### config.mk
export PLATFORM = sky130hd
export DESIGN_NAME = washing_machine_behavioral_flat
export DESIGN_NICKNAME = d
export VERILOG_FILES = /design/src/rtl/washing_machine_behavioral_if.sv /design/src/rtl/washing_machine_behavioral.sv /design/src/flat_wrapper.sv
export SDC_FILE = /design/constraint.sdc
export NUM_CORES = 1
export LEC_CHECK = 0
export BUFFER_PORTS_ARGS = -buffer_cell sky130_fd_sc_hd__buf_2
export CORE_AREA = 4 4 41 43
export CTS_CLUSTER_DIAMETER = 30
export DETAILED_ROUTE_END_ITERATION = 12
export DIE_AREA = 0 0 45 47
export PLACE_DENSITY = 0.67
export SYNTH_ARGS = -nofsm -noshare
export SYNTH_HDL_FRONTEND = slang
export SYNTH_SLANG_ARGS = --single-unit
### constraint.sdc
create_clock -name clk -period 2.48 [get_ports clk]
set_clock_uncertainty 0.05 [all_clocks]
set_input_delay 0.124 -clock clk [delete_from_list [all_inputs] [get_ports clk]]
set_output_delay 0.124 -clock clk [all_outputs]
set_load 0.01 [all_outputs]
### src/rtl/washing_machine_behavioral_if.sv
// Control/status bundle between the washing-machine sequencer and its surroundings.
// The master drives the user/timer inputs, and the sequencer (slave) returns the state and actuator decodes.
interface washing_machine_behavioral_if;
  logic       start;
  logic       cancel;
  logic       lid;
  logic       mode1;
  logic       mode2;
  logic       mode3;
  logic       mode4;
  logic       timer_done;
  logic       power_on;
  logic [2:0] state;
  logic [1:0] phase_sel;
  logic       soak_en;
  logic       wash_en;
  logic       rinse_en;
  logic       spin_en;
  logic       timer_enable;

  modport master (
    output start, cancel, lid, mode1, mode2, mode3, mode4, timer_done, power_on,
    input  state, phase_sel, soak_en, wash_en, rinse_en, spin_en, timer_enable
  );

  modport slave (
    input  start, cancel, lid, mode1, mode2, mode3, mode4, timer_done, power_on,
    output state, phase_sel, soak_en, wash_en, rinse_en, spin_en, timer_enable
  );
endinterface

### src/rtl/washing_machine_behavioral.sv
// Washing-machine phase sequencer: IDLE -> CHECK -> mode-dependent SOAK/WASH/RINSE/SPIN chain.
// Phase timing lives in an external timer; all outputs decode the registered state plus power_on/lid.
module washing_machine_behavioral (
  input  logic                          clk,
  input  logic                          rst_n,
  washing_machine_behavioral_if.slave   bus
);

  typedef enum logic [2:0] {
    S_IDLE  = 3'd0,
    S_CHECK = 3'd1,
    S_SOAK  = 3'd2,
    S_WASH  = 3'd3,
    S_RINSE = 3'd4,
    S_SPIN  = 3'd5
  } state_t;

  typedef enum logic [2:0] {
    M_NONE   = 3'd0,
    M_QUICK  = 3'd1,
    M_NORMAL = 3'd2,
    M_HEAVY  = 3'd3,
    M_SPIN   = 3'd4
  } mode_t;

  state_t     r_state;
  mode_t      r_mode;
  logic       w_run;
  logic       w_any_mode;
  logic       w_start_ok;
  logic       w_adv;
  logic [1:0] w_phase_sel;

  // mode1 wins over mode2 over mode3 over mode4
  function automatic mode_t f_pick_mode(input logic m1, input logic m2,
                                        input logic m3, input logic m4);
    if (m1)      return M_QUICK;
    else if (m2) return M_NORMAL;
    else if (m3) return M_HEAVY;
    else if (m4) return M_SPIN;
    else         return M_NONE;
  endfunction

  assign w_run      = bus.power_on & ~bus.lid;
  assign w_any_mode = bus.mode1 | bus.mode2 | bus.mode3 | bus.mode4;
  assign w_start_ok = bus.start & w_run & w_any_mode;
  assign w_adv      = w_run & bus.timer_done;

  always_ff @(posedge clk or negedge rst_n) begin
    if (!rst_n) begin
      r_state <= S_IDLE;
      r_mode  <= M_NONE;
    end else if (bus.cancel) begin
      r_state <= S_IDLE;
      r_mode  <= M_NONE;
    end else begin
      case (r_state)
        S_IDLE: begin
          if (w_start_ok) begin
            r_state <= S_CHECK;
            r_mode  <= f_pick_mode(bus.mode1, bus.mode2, bus.mode3, bus.mode4);
          end
        end
        S_CHECK: begin
          case (r_mode)
            M_QUICK:          r_state <= S_WASH;
            M_NORMAL,
            M_HEAVY:          r_state <= S_SOAK;
            M_SPIN:           r_state <= S_SPIN;
            default: begin
              r_state <= S_IDLE;
              r_mode  <= M_NONE;
            end
          endcase
        end
        // Paused (power off or lid open) phases simply ignore timer_done
        S_SOAK:  if (w_adv) r_state <= S_WASH;
        S_WASH:  if (w_adv) r_state <= S_RINSE;
        S_RINSE: if (w_adv) r_state <= S_SPIN;
        S_SPIN: begin
          if (w_adv) begin
            r_state <= S_IDLE;
            r_mode  <= M_NONE;
          end
        end
        default: begin
          r_state <= S_IDLE;
          r_mode  <= M_NONE;
        end
      endcase
    end
  end

  always_comb begin
    w_phase_sel = 2'd0;
    case (r_state)
      S_SOAK:  w_phase_sel = 2'd0;
      S_WASH:  w_phase_sel = 2'd1;
      S_RINSE: w_phase_sel = 2'd2;
      S_SPIN:  w_phase_sel = 2'd3;
      default: w_phase_sel = 2'd0;
    endcase
  end

  assign bus.state        = r_state;
  assign bus.phase_sel    = w_phase_sel;
  assign bus.soak_en      = (r_state == S_SOAK)  & w_run;
  assign bus.wash_en      = (r_state == S_WASH)  & w_run;
  assign bus.rinse_en     = (r_state == S_RINSE) & w_run;
  assign bus.spin_en      = (r_state == S_SPIN)  & w_run;
  assign bus.timer_enable = ((r_state == S_SOAK) | (r_state == S_WASH) |
                             (r_state == S_RINSE) | (r_state == S_SPIN)) & w_run;

endmodule

### src/flat_wrapper.sv
// flat-port wrapper written by rule: the top's interface ports become plain ports
module washing_machine_behavioral_flat 
  (clk, rst_n, bus_start, bus_cancel, bus_lid, bus_mode1, bus_mode2, bus_mode3, bus_mode4, bus_timer_done, bus_power_on, bus_state, bus_phase_sel, bus_soak_en, bus_wash_en, bus_rinse_en, bus_spin_en, bus_timer_enable);
  washing_machine_behavioral_if bus_i ();
  input  logic clk;
  input  logic rst_n;
  input wire logic [$bits(bus_i.start)-1:0] bus_start;
  input wire logic [$bits(bus_i.cancel)-1:0] bus_cancel;
  input wire logic [$bits(bus_i.lid)-1:0] bus_lid;
  input wire logic [$bits(bus_i.mode1)-1:0] bus_mode1;
  input wire logic [$bits(bus_i.mode2)-1:0] bus_mode2;
  input wire logic [$bits(bus_i.mode3)-1:0] bus_mode3;
  input wire logic [$bits(bus_i.mode4)-1:0] bus_mode4;
  input wire logic [$bits(bus_i.timer_done)-1:0] bus_timer_done;
  input wire logic [$bits(bus_i.power_on)-1:0] bus_power_on;
  output wire logic [$bits(bus_i.state)-1:0] bus_state;
  output wire logic [$bits(bus_i.phase_sel)-1:0] bus_phase_sel;
  output wire logic [$bits(bus_i.soak_en)-1:0] bus_soak_en;
  output wire logic [$bits(bus_i.wash_en)-1:0] bus_wash_en;
  output wire logic [$bits(bus_i.rinse_en)-1:0] bus_rinse_en;
  output wire logic [$bits(bus_i.spin_en)-1:0] bus_spin_en;
  output wire logic [$bits(bus_i.timer_enable)-1:0] bus_timer_enable;
  assign bus_i.start = bus_start;
  assign bus_i.cancel = bus_cancel;
  assign bus_i.lid = bus_lid;
  assign bus_i.mode1 = bus_mode1;
  assign bus_i.mode2 = bus_mode2;
  assign bus_i.mode3 = bus_mode3;
  assign bus_i.mode4 = bus_mode4;
  assign bus_i.timer_done = bus_timer_done;
  assign bus_i.power_on = bus_power_on;
  assign bus_state = bus_i.state;
  assign bus_phase_sel = bus_i.phase_sel;
  assign bus_soak_en = bus_i.soak_en;
  assign bus_wash_en = bus_i.wash_en;
  assign bus_rinse_en = bus_i.rinse_en;
  assign bus_spin_en = bus_i.spin_en;
  assign bus_timer_enable = bus_i.timer_enable;
  washing_machine_behavioral u_core (.clk(clk), .rst_n(rst_n), .bus(bus_i));
endmodule
==> impl_metrics.toml, run 1 <==
[status]
status = "finished, final reports clean"

[grt]
grt_max_degree = 15
grtUsageMet2 = 0.218
grt_pass1_vias = 457
grtUsageMet3 = 0.0575
overflow = 0
grt_usage = 0.125
top_usage_layer = "met2"
grtUsageMet1 = 0.150
antenna_found_initial = 0
grt_first_pass_wirelength_um = 1900

[floorplanning]
dieArea_mm2 = 0.00212
start_util = 0.397
row_count = 13
io_pins = 21
core-area_mm2 = 0.00130
fp.dieH_um = 47
dieWidth_um = 45

[yosys]
avgSynthCellArea_um2 = 8.47
synth-compound-area-share = 0.211
yosys_warnings = 0
synth_nets = 73
synth_top_family_by_area = "simple AND/OR/NAND/NOR gates"
synth_xor_area_frac = 0.0339
synth_area_um2 = 517
ys_types = 30
synthAdderAreaFrac = 0.0242
ys_seq_area_frac = 0.291
synthCells = 61
muxShareOfSynthArea = 0.0654
synth_simple_gate_area_frac = 0.315
ys_ff_latch = 6

[sta]
grt_setup_unrepaired = "no"
min_period_ps = 1980
worstMarginPinSlew_ps = 424
slew_viol_final = 0
hold_viol = 0
slew_headroom = 0.717
max_freq_mhz = 505
tns_ps = 0
setup_viol = 0
finalCritPeriodShare = 0.799

[cells_and_area]
layout.cells.non_filler = 98
final_cell_mix = "20 x buf_2, 6 x nor2_1, 6 x dfrtp_1"
final_nets = 97
n_antenna_cell = 0
final_common_cell = "buf_2"
synthToLayoutAreaGrowth_pct = 26.9
final_layout_size_suffix_gt1_frac = 0.373

[detailed_routing]
ant_nets = 0
wire_per_inst_um = 12.6
route.vias.total = 535
drt-initial-drc-count = 1
drt_pass1_iterations = 2
drc = 0
viasPerCell = 5.46
wl_um = 1230

[power_and_ir_drop]
p_per_area_mw_per_mm2 = 750
cellLeakagePower_uw = 0.000309
peakVddDrop_uv = 372

[setup_path]
crit_arrival_ps = 2050
slowest_stage = "or4_4"
crit_fanout = 14
crit_required_ps = 2550
critical_path_class = "reg2reg"
start_kind = "flip-flop"
max_stage_delay_ps = 600
end_kind = "flip-flop"
cp_cell_sequence = "or4_4 -> a31o_4 -> o221ai_2 -> mux2_2"

[clock_tree]
clk_pin_slew_ps = 50
cts_made_buffers = 3
cts_tree = "yes"
clock_path_buffers = 2
htreeDepth = 1
clock_latency_ps = 240
clockRootBuffer = "clkbuf_4"
clkSinkCount = 6
post_cts_buffers = 0

[place]
io_buffer_count = 20
gp_congestion = 0.769
post-place-cells = 94
hpwl_um = 984

[flow_run]
maxCapViolCount = 0

[hold_path]
hold_class = "in2reg"
metrics by stage:
step	hold slack (ps)	area, um^2	worst slack, ps	util	total power (uW)
floorplan	-222	517	563	-	358
global placement	-93.6	623	541	0.479	403
detailed placement	-93.4	623	513	0.479	405
CTS	75.7	656	502	0.504	497
global route	84.7	656	434	0.504	532
finish	76.6	656	498	0.504	492
layout make-up:
| class | instances | area (um^2) |
|---|---|---|
| fillers | 134 | 646 |
| multi-input cells | 49 | 335 |
| flip-flops and latches | 6 | 150 |
| repair buffers | 22 | 118 |
| clock buffers | 3 | 22.5 |
| well taps | 15 | 18.8 |
| inverters | 3 | 11.3 |
critical path: cells and delay by family, from the launching register on:
kind,cells,cell delay [ps]
DFF,1,520
and+or+nand+nor,1,600
muxes,1,360
AOI/OAI and AO/OA,2,320
cell families (layout without fill, tap and decap cells):
family	after synthesis	in the layout
compound gates	14	14
xor+xnor	2	2
fa+ha+maj	1	1
buf+inv	6	28
flops	6	6
mux	3	3
simple gates	29	29
worst paths after layout:
| kind | startpoint | end | slack (ps) | depth (start not counted) |
|---|---|---|---|---|
| max | u_core.bus.state[1] | u_core.r_mode[0] | 500 | 4 |
| min | bus_cancel | u_core.bus.state[2] | 80 | 2 |
| max reg2reg | u_core.bus.state[1] | u_core.r_mode[0] | 500 | 4 |
| min reg2reg | u_core.r_mode[1] | u_core.r_mode[1] | 550 | 1 |
| max in group asynchronous | rst_n | u_core.r_mode[1] | 2040 | 2 |
| min in group asynchronous | rst_n | u_core.bus.state[2] | 190 | 2 |
power by group:
part	internal (uW)	switching (uW)	leakage (uW)
clock	54.7	34.3	0.0000138
sequential	125	57.6	0.0000807
combinational	115	106	0.000215
total	294	198	0.000309
timing repair:
item                                   in CTS  in global routing
endpoints found under the hold margin       6                  0
gates resized for setup                     0                  0
hold buffers                                1                  0
flip-flops by register name, indices dropped and copies added, names as in the netlist:
name / count
u_core.bus.state: 3
u_core.r_mode: 3
layer usage:
metal  routed length [um]  up-vias  share of wire
li1                     -      273              -
met1                  539      245           0.44
met2                  579       17           0.47
met3                  114        0          0.092
met4                    0        0              0
met5                    0        -              0
cell usage after synthesis (all sizes together):
cell type / n / area [um^2]
and3: 1 / 6.26
a31o: 1 / 17.5
nor4b: 1 / 8.76
a21o: 1 / 8.76
a21oi: 4 / 20.0
ha: 1 / 12.5
clkbuf: 1 / 3.75
nor2: 6 / 22.5
buf: 2 / 16.3
nor2b: 2 / 12.5
xnor2: 2 / 17.5
nor3b: 1 / 7.51
nand3: 1 / 5.00
nand2: 4 / 15.0
nor3: 3 / 15.0
or3: 2 / 12.5
o221ai: 2 / 23.8
or4: 3 / 26.3
o2bb2ai: 1 / 8.76
dfrtp: 6 / 150
o21ai: 3 / 15.0
inv: 3 / 11.3
nor4: 3 / 18.8
nand2b: 2 / 12.5
mux2: 3 / 33.8
a31oi: 1 / 6.26
a311oi: 1 / 8.76
No activity file was read; power rests on OpenSTA's default activity.
==> run 2: changes to the inputs <==
- ABC_AREA: not set -> 1
- CORE_AREA: 4 4 41 43 -> not set
- CORE_MARGIN: not set -> 4
- CORE_UTILIZATION: not set -> 42
- DIE_AREA: 0 0 45 47 -> not set
- PLACE_DENSITY: 0.67 -> 0.72
- clock period: 2.48 -> 1.7 ns (I/O delays scaled with it)
==> run 2 against run 1 <==
  * Clock power up 43%
  * Sequential cell count stayed put
  * Critical path depth stayed put
  * First-iteration DRC count grew to 9.0 times the previous value
  * Clock-buffer cell count stayed put
  * Sequential share of layout area decreased by 2.2 points
  * Power increased by 94%
  * Sequential power up 48%
  * Area after synthesis is 11% higher
  * Critical endpoint is now bus_timer_enable
  * Highest routed layer unchanged
==> impl_metrics.toml, run 2 <==
[detailed_routing]
ant_nets = 0
drt-initial-drc-count = 9
drt_pass1_iterations = 4
viasPerCell = 4.78
route.vias.total = 660
wire_per_inst_um = 9.46
wl_um = 1310
drc = 0

[clock_tree]
ctsResizeCount = 0
htreeDepth = 1
cts_tree = "yes"
clockRootBuffer = "clkbuf_4"
clk_pin_slew_ps = 50
post_cts_buffers = 0
clkSinkCount = 6
clock_latency_ps = 230
cts_hold_buf = 1
clock_path_buffers = 2
cts_made_buffers = 3

[yosys]
synth_largest_area_cell = "dfrtp_1"
synth_flop_cell = "dfrtp_1"
avgSynthCellArea_um2 = 5.79
synth_top_area_frac = 0.262
synthMostInstantiatedCell = "nand2_1"
ys_types = 15
synth_area_um2 = 573
synth_nets = 111
synthTopCellsByCount = "35 x nand2_1, 17 x inv_1, 14 x nor2_1"
synth-async-reset-ratio = 1.00
synthTopCellsByArea = "dfrtp_1 26%, nand2_1 23%, inv_1 11%"
synthCells = 99
ys_seq_area_frac = 0.262
ys_ff_latch = 6
synth_edf_count = 0
yosys_warnings = 0

[floorplanning]
core-area_mm2 = 0.00128
start_util = 0.446
row_count = 13
fp.dieH_um = 44.9
dieWidth_um = 44.9
dieArea_mm2 = 0.00202
io_pins = 21

[grt]
overflow = 0
grtUsageMet1 = 0.181
grtUsageMet2 = 0.260
grt_usage = 0.147
grtUsageMet3 = 0.0279
grt_first_pass_wirelength_um = 2270
top_usage_layer = "met2"
antenna_found_initial = 0
grt_pass1_vias = 578
grt_max_degree = 8

[cells_and_area]
final_cell_mix = "35 x nand2_1, 20 x buf_2, 17 x inv_1"
synthToLayoutAreaGrowth_pct = 26.4
final_nets = 137
final_layout_size_suffix_gt1_frac = 0.276
n_antenna_cell = 0
layout.cells.non_filler = 138
final_common_cell = "nand2_1"
post-route-util = 0.564

[sta]
worstMarginPinSlew_ps = 241
tns_ps = 0
setup_viol = 0
min_period_ps = 1450
max_freq_mhz = 688
hold_viol = 0
finalCritPeriodShare = 0.855
slew_viol_final = 0
grt_setup_unrepaired = "no"
slew_headroom = 0.838

[power_and_ir_drop]
cellLeakagePower_uw = 0.000470
peakVddDrop_uv = 528
p_per_area_mw_per_mm2 = 1320

[setup_path]
crit_required_ps = 1560
start_kind = "flip-flop"
cp_cell_sequence = "inv_1 -> ha_1 -> nor2_1 -> buf_2"
critical_path_class = "reg2out"
path_buf_inv = 2
slowest_stage = "dfrtp_1"
crit_arrival_ps = 1320
max_stage_delay_ps = 460
crit_fanout = 7
path_delay_family = "flip-flops"
end_kind = "primary output"

[place]
gp_congestion = 0.788
io_buffer_count = 20
hpwl_um = 1140
post-place-cells = 134

[status]
status = "finished, final reports clean"

[flow_run]
maxCapViolCount = 0

[hold_path]
hold_class = "in2reg"
==> run 2: cell types whose count changed after synthesis, moves of 3 or more <==
cell     previous run  this run
nand2_1             4        35
nor4_1              3         0
nand3_1             1        10
mux2_2              3         0
nor2_1              6        14
inv_1               3        17
nor3_1              3         0
inv_2               0         3
==> run 2: path summary, 6_finish.rpt <==
| kind | slack [ps] | cells past startpoint | startpoint | end |
|---|---|---|---|---|
| max in group asynchronous | 1300 | 2 | rst_n | u_core.r_mode[0] |
| min reg2reg | 460 | 2 | u_core.r_mode[2] | u_core.r_mode[2] |
| min | 100 | 4 | bus_cancel | u_core.bus.state[1] |
| max | 250 | 4 | u_core.bus.state[1] | bus_timer_enable |
| max reg2reg | 280 | 8 | u_core.bus.state[0] | u_core.bus.state[2] |
| min in group asynchronous | 160 | 2 | rst_n | u_core.bus.state[1] |
==> run 2: stage by stage <==
stage / total power [uW] / setup slack [ps] / hold slack [ps] / instance area [um^2]
floorplan: 682 / 392 / -261 / 573
global placement: 824 / 254 / -137 / 692
detailed placement: 825 / 301 / -136 / 692
CTS: 958 / 252 / 94.4 / 724
global route: 1070 / 138 / 111 / 724
finish: 954 / 247 / 98.2 / 724
==> run 2: cells by family after synthesis <==
logic type      count (synthesis)  share of synthesized area
fa+ha+maj                       1                     0.0218
simple gates                   66                      0.513
flops                           6                      0.262
compound gates                  6                     0.0721
buf+inv                        20                      0.131
==> run 2: worst min-delay path: cells and delay by family <==
kind / cells / cell delay (ps)
buffers and inverters: 1 / 110
and+or+nand+nor: 2 / 100
AOI/OAI and AO/OA: 1 / 50
==> run 2: area by class of cell <==
type	instances	area, um^2
clock buffer	3	22.5
fill	125	561
inverter	20	75.1
multi-input combinational	73	348
sequential	6	150
tap	15	18.8
timing repair buffer	21	110
==> run 2: where the power goes <==
group | leakage [uW] | internal [uW] | switching, uW
clock network | 0.0000138 | 79.6 | 47.7
registers | 0.0000806 | 193 | 75.9
logic | 0.000375 | 207 | 351
total | 0.000470 | 479 | 474
==> run 2: metal layers <==
| metal | share of wire | wire, um | vias up |
|---|---|---|---|
| li1 | - | - | 349 |
| met1 | 0.44 | 580 | 297 |
| met2 | 0.52 | 680 | 14 |
| met3 | 0.034 | 44 | 0 |
| met4 | 0 | 0 | 0 |
| met5 | 0 | 0 | - |
==> run 3: changes to the inputs <==
- ABC_AREA: 1 -> 0
- CORE_AREA: not set -> 4 4 41 43
- CORE_MARGIN: 4 -> not set
- CORE_UTILIZATION: 42 -> not set
- DIE_AREA: not set -> 0 0 45 47
- PLACE_DENSITY: 0.72 -> 0.69
==> run 3 against run 2 <==
  * Sequential share of layout area shrank 1.1 points
  * Largest cell class unchanged
  * Power shrank 7.6%
  * Die area grew 4.7%
  * The run now ends with setup timing left
  * Critical endpoint is now u_core.r_mode[2]
  * Sequential cell count did not move
  * Sequential power down 21%
  * First-iteration DRC count shrank 22%
  * Critical path type is now reg2reg
==> impl_metrics.toml, run 3 (synthesis results as in run 1) <==
[sta]
grt_setup_unrepaired = "yes"
max_freq_mhz = 584
hold_viol = 0
setup_viol = 3
slew_headroom = 0.730
tns_ps = -37.4
finalCritPeriodShare = 1.01
worstMarginPinSlew_ps = 404
min_period_ps = 1710
setup_ws_ps = -13.3
slew_viol_final = 0

[clock_tree]
cts_made_buffers = 3
clock_path_buffers = 2
cts_tree = "yes"
htreeDepth = 1
clkSinkCount = 6
clk_pin_slew_ps = 40
clock_latency_ps = 240
clockRootBuffer = "clkbuf_4"

[setup_path]
crit_required_ps = 1770
reg2reg_from = "u_core.bus.state[1]"
worstReg2RegEnd = "u_core.r_mode[2]"
startpoint = "u_core.bus.state[1]"
crit_fanout = 3
critical_path_class = "reg2reg"
regToRegSetupSlack_ps = -10
crit_arrival_ps = 1790
end_kind = "flip-flop"
ff2ff_path_depth = 4
start_kind = "flip-flop"

[floorplanning]
row_count = 13
dieArea_mm2 = 0.00212
io_pins = 21
fp.dieH_um = 47
dieWidth_um = 45
core-area_mm2 = 0.00130
start_util = 0.397

[hold_path]
whs_endpoint = "u_core.bus.state[1]"
hp-start = "bus_cancel"
hold_class = "in2reg"
hold_path_depth = 2

[place]
gp_congestion = 0.803
dpl-instance-area_um2 = 727
post-place-cells = 104
io_buffer_count = 20
hpwl_um = 1130

[detailed_routing]
ant_nets = 0
drt-initial-drc-count = 7
wire_per_inst_um = 12.2
route.vias.total = 547
viasPerCell = 5.06
drt_pass1_iterations = 4
drc = 0
wl_um = 1320

[power_and_ir_drop]
cellLeakagePower_uw = 0.000370
p_per_area_mw_per_mm2 = 1150
power_uw = 882
peakVddDrop_uv = 475

[status]
violations = "setup timing"
status = "finished, violations left"

[grt]
grt_first_pass_wirelength_um = 2180
grt_usage = 0.143
overflow = 0
grt_pass1_vias = 512
antenna_found_initial = 0
grt_max_degree = 14

[cells_and_area]
final_layout_size_suffix_gt1_frac = 0.462
final_cell_mix = "20 x buf_2, 11 x buf_4, 6 x nor2_1, 6 x dfrtp_1"
final_nets = 107
final_common_cell = "buf_2"
layout.cells.non_filler = 108
synthToLayoutAreaGrowth_pct = 48.2
design_area_um2 = 766
n_antenna_cell = 0

[flow_run]
maxCapViolCount = 0
==> run 3: cell count changes in the layout (fill, tap and decap cells not counted), moves of 3 or more <==
cell / before / now
nor3_1: 0 / 3
nand2_1: 35 / 4
inv_2: 3 / 0
nor2_1: 14 / 6
mux2_4: 0 / 3
nand3_1: 10 / 1
inv_1: 17 / 3
nor4_1: 0 / 3
buf_4: 0 / 11
==> run 3: what timing repair did <==
action / 4_1_cts / 5_1_grt
endpoints found under the hold margin: 6 / 0
cloned: 0 / 0
buffers inserted: 0 / 0
hold buffers: 1 / 0
pin swaps: 2 / 1
gates resized for setup: 0 / 2
setup endpoints to repair: 3 / 4
==> run 3: final cells by class <==
class	count	area, um^2
fillers	127	536
multi-input cells	49	370
repair buffers	32	193
flip-flops and latches	6	150
clock buffers	3	22.5
well taps	15	18.8
inverters	3	11.3
==> run 3: report_power, final <==
group | switching, uW | internal (uW)
sequential | 29.6 | 183
combinational | 260 | 283
clock | 46.9 | 79.6
==> run 3: per-stage QoR <==
step	hold WS, ps	utilization	worst slack [ps]
finish	47.0	0.588	-13.3
global route	58.2	0.588	-44.1
CTS	43.3	0.584	-13.4
detailed placement	-135	0.559	-84.6
global placement	-135	0.559	-51.0
floorplan	-261	-	-80.3
==> run 3: how the worst max path moves through the flow <==
stage	end	slack, ps	depth (start not counted)
2_1_floorplan	u_core.r_mode[0]	-80	5
3_3_place_gp	u_core.r_mode[2]	-50	4
6_report	u_core.r_mode[2]	-10	4
5_1_grt	u_core.r_mode[2]	-40	4
3_5_place_dp	u_core.r_mode[0]	-80	4
4_1_cts	u_core.r_mode[0]	-10	4
==> run 3: worst max-delay path: stages, from the launching register on <==
cell and delay (ps):
dfrtp_1 380, or4_4 530, a31o_4 240, o221ai_4 80, mux2_4 320
==> run 3: per-layer routing <==
layer  wire length (um)  track usage  vias to the layer above
met5                  0            0                        -
met4                  0       0.0526                        0
li1                   -            -                      294
met1                562        0.174                      234
met2                640        0.254                       19
met3                113       0.0230                        0
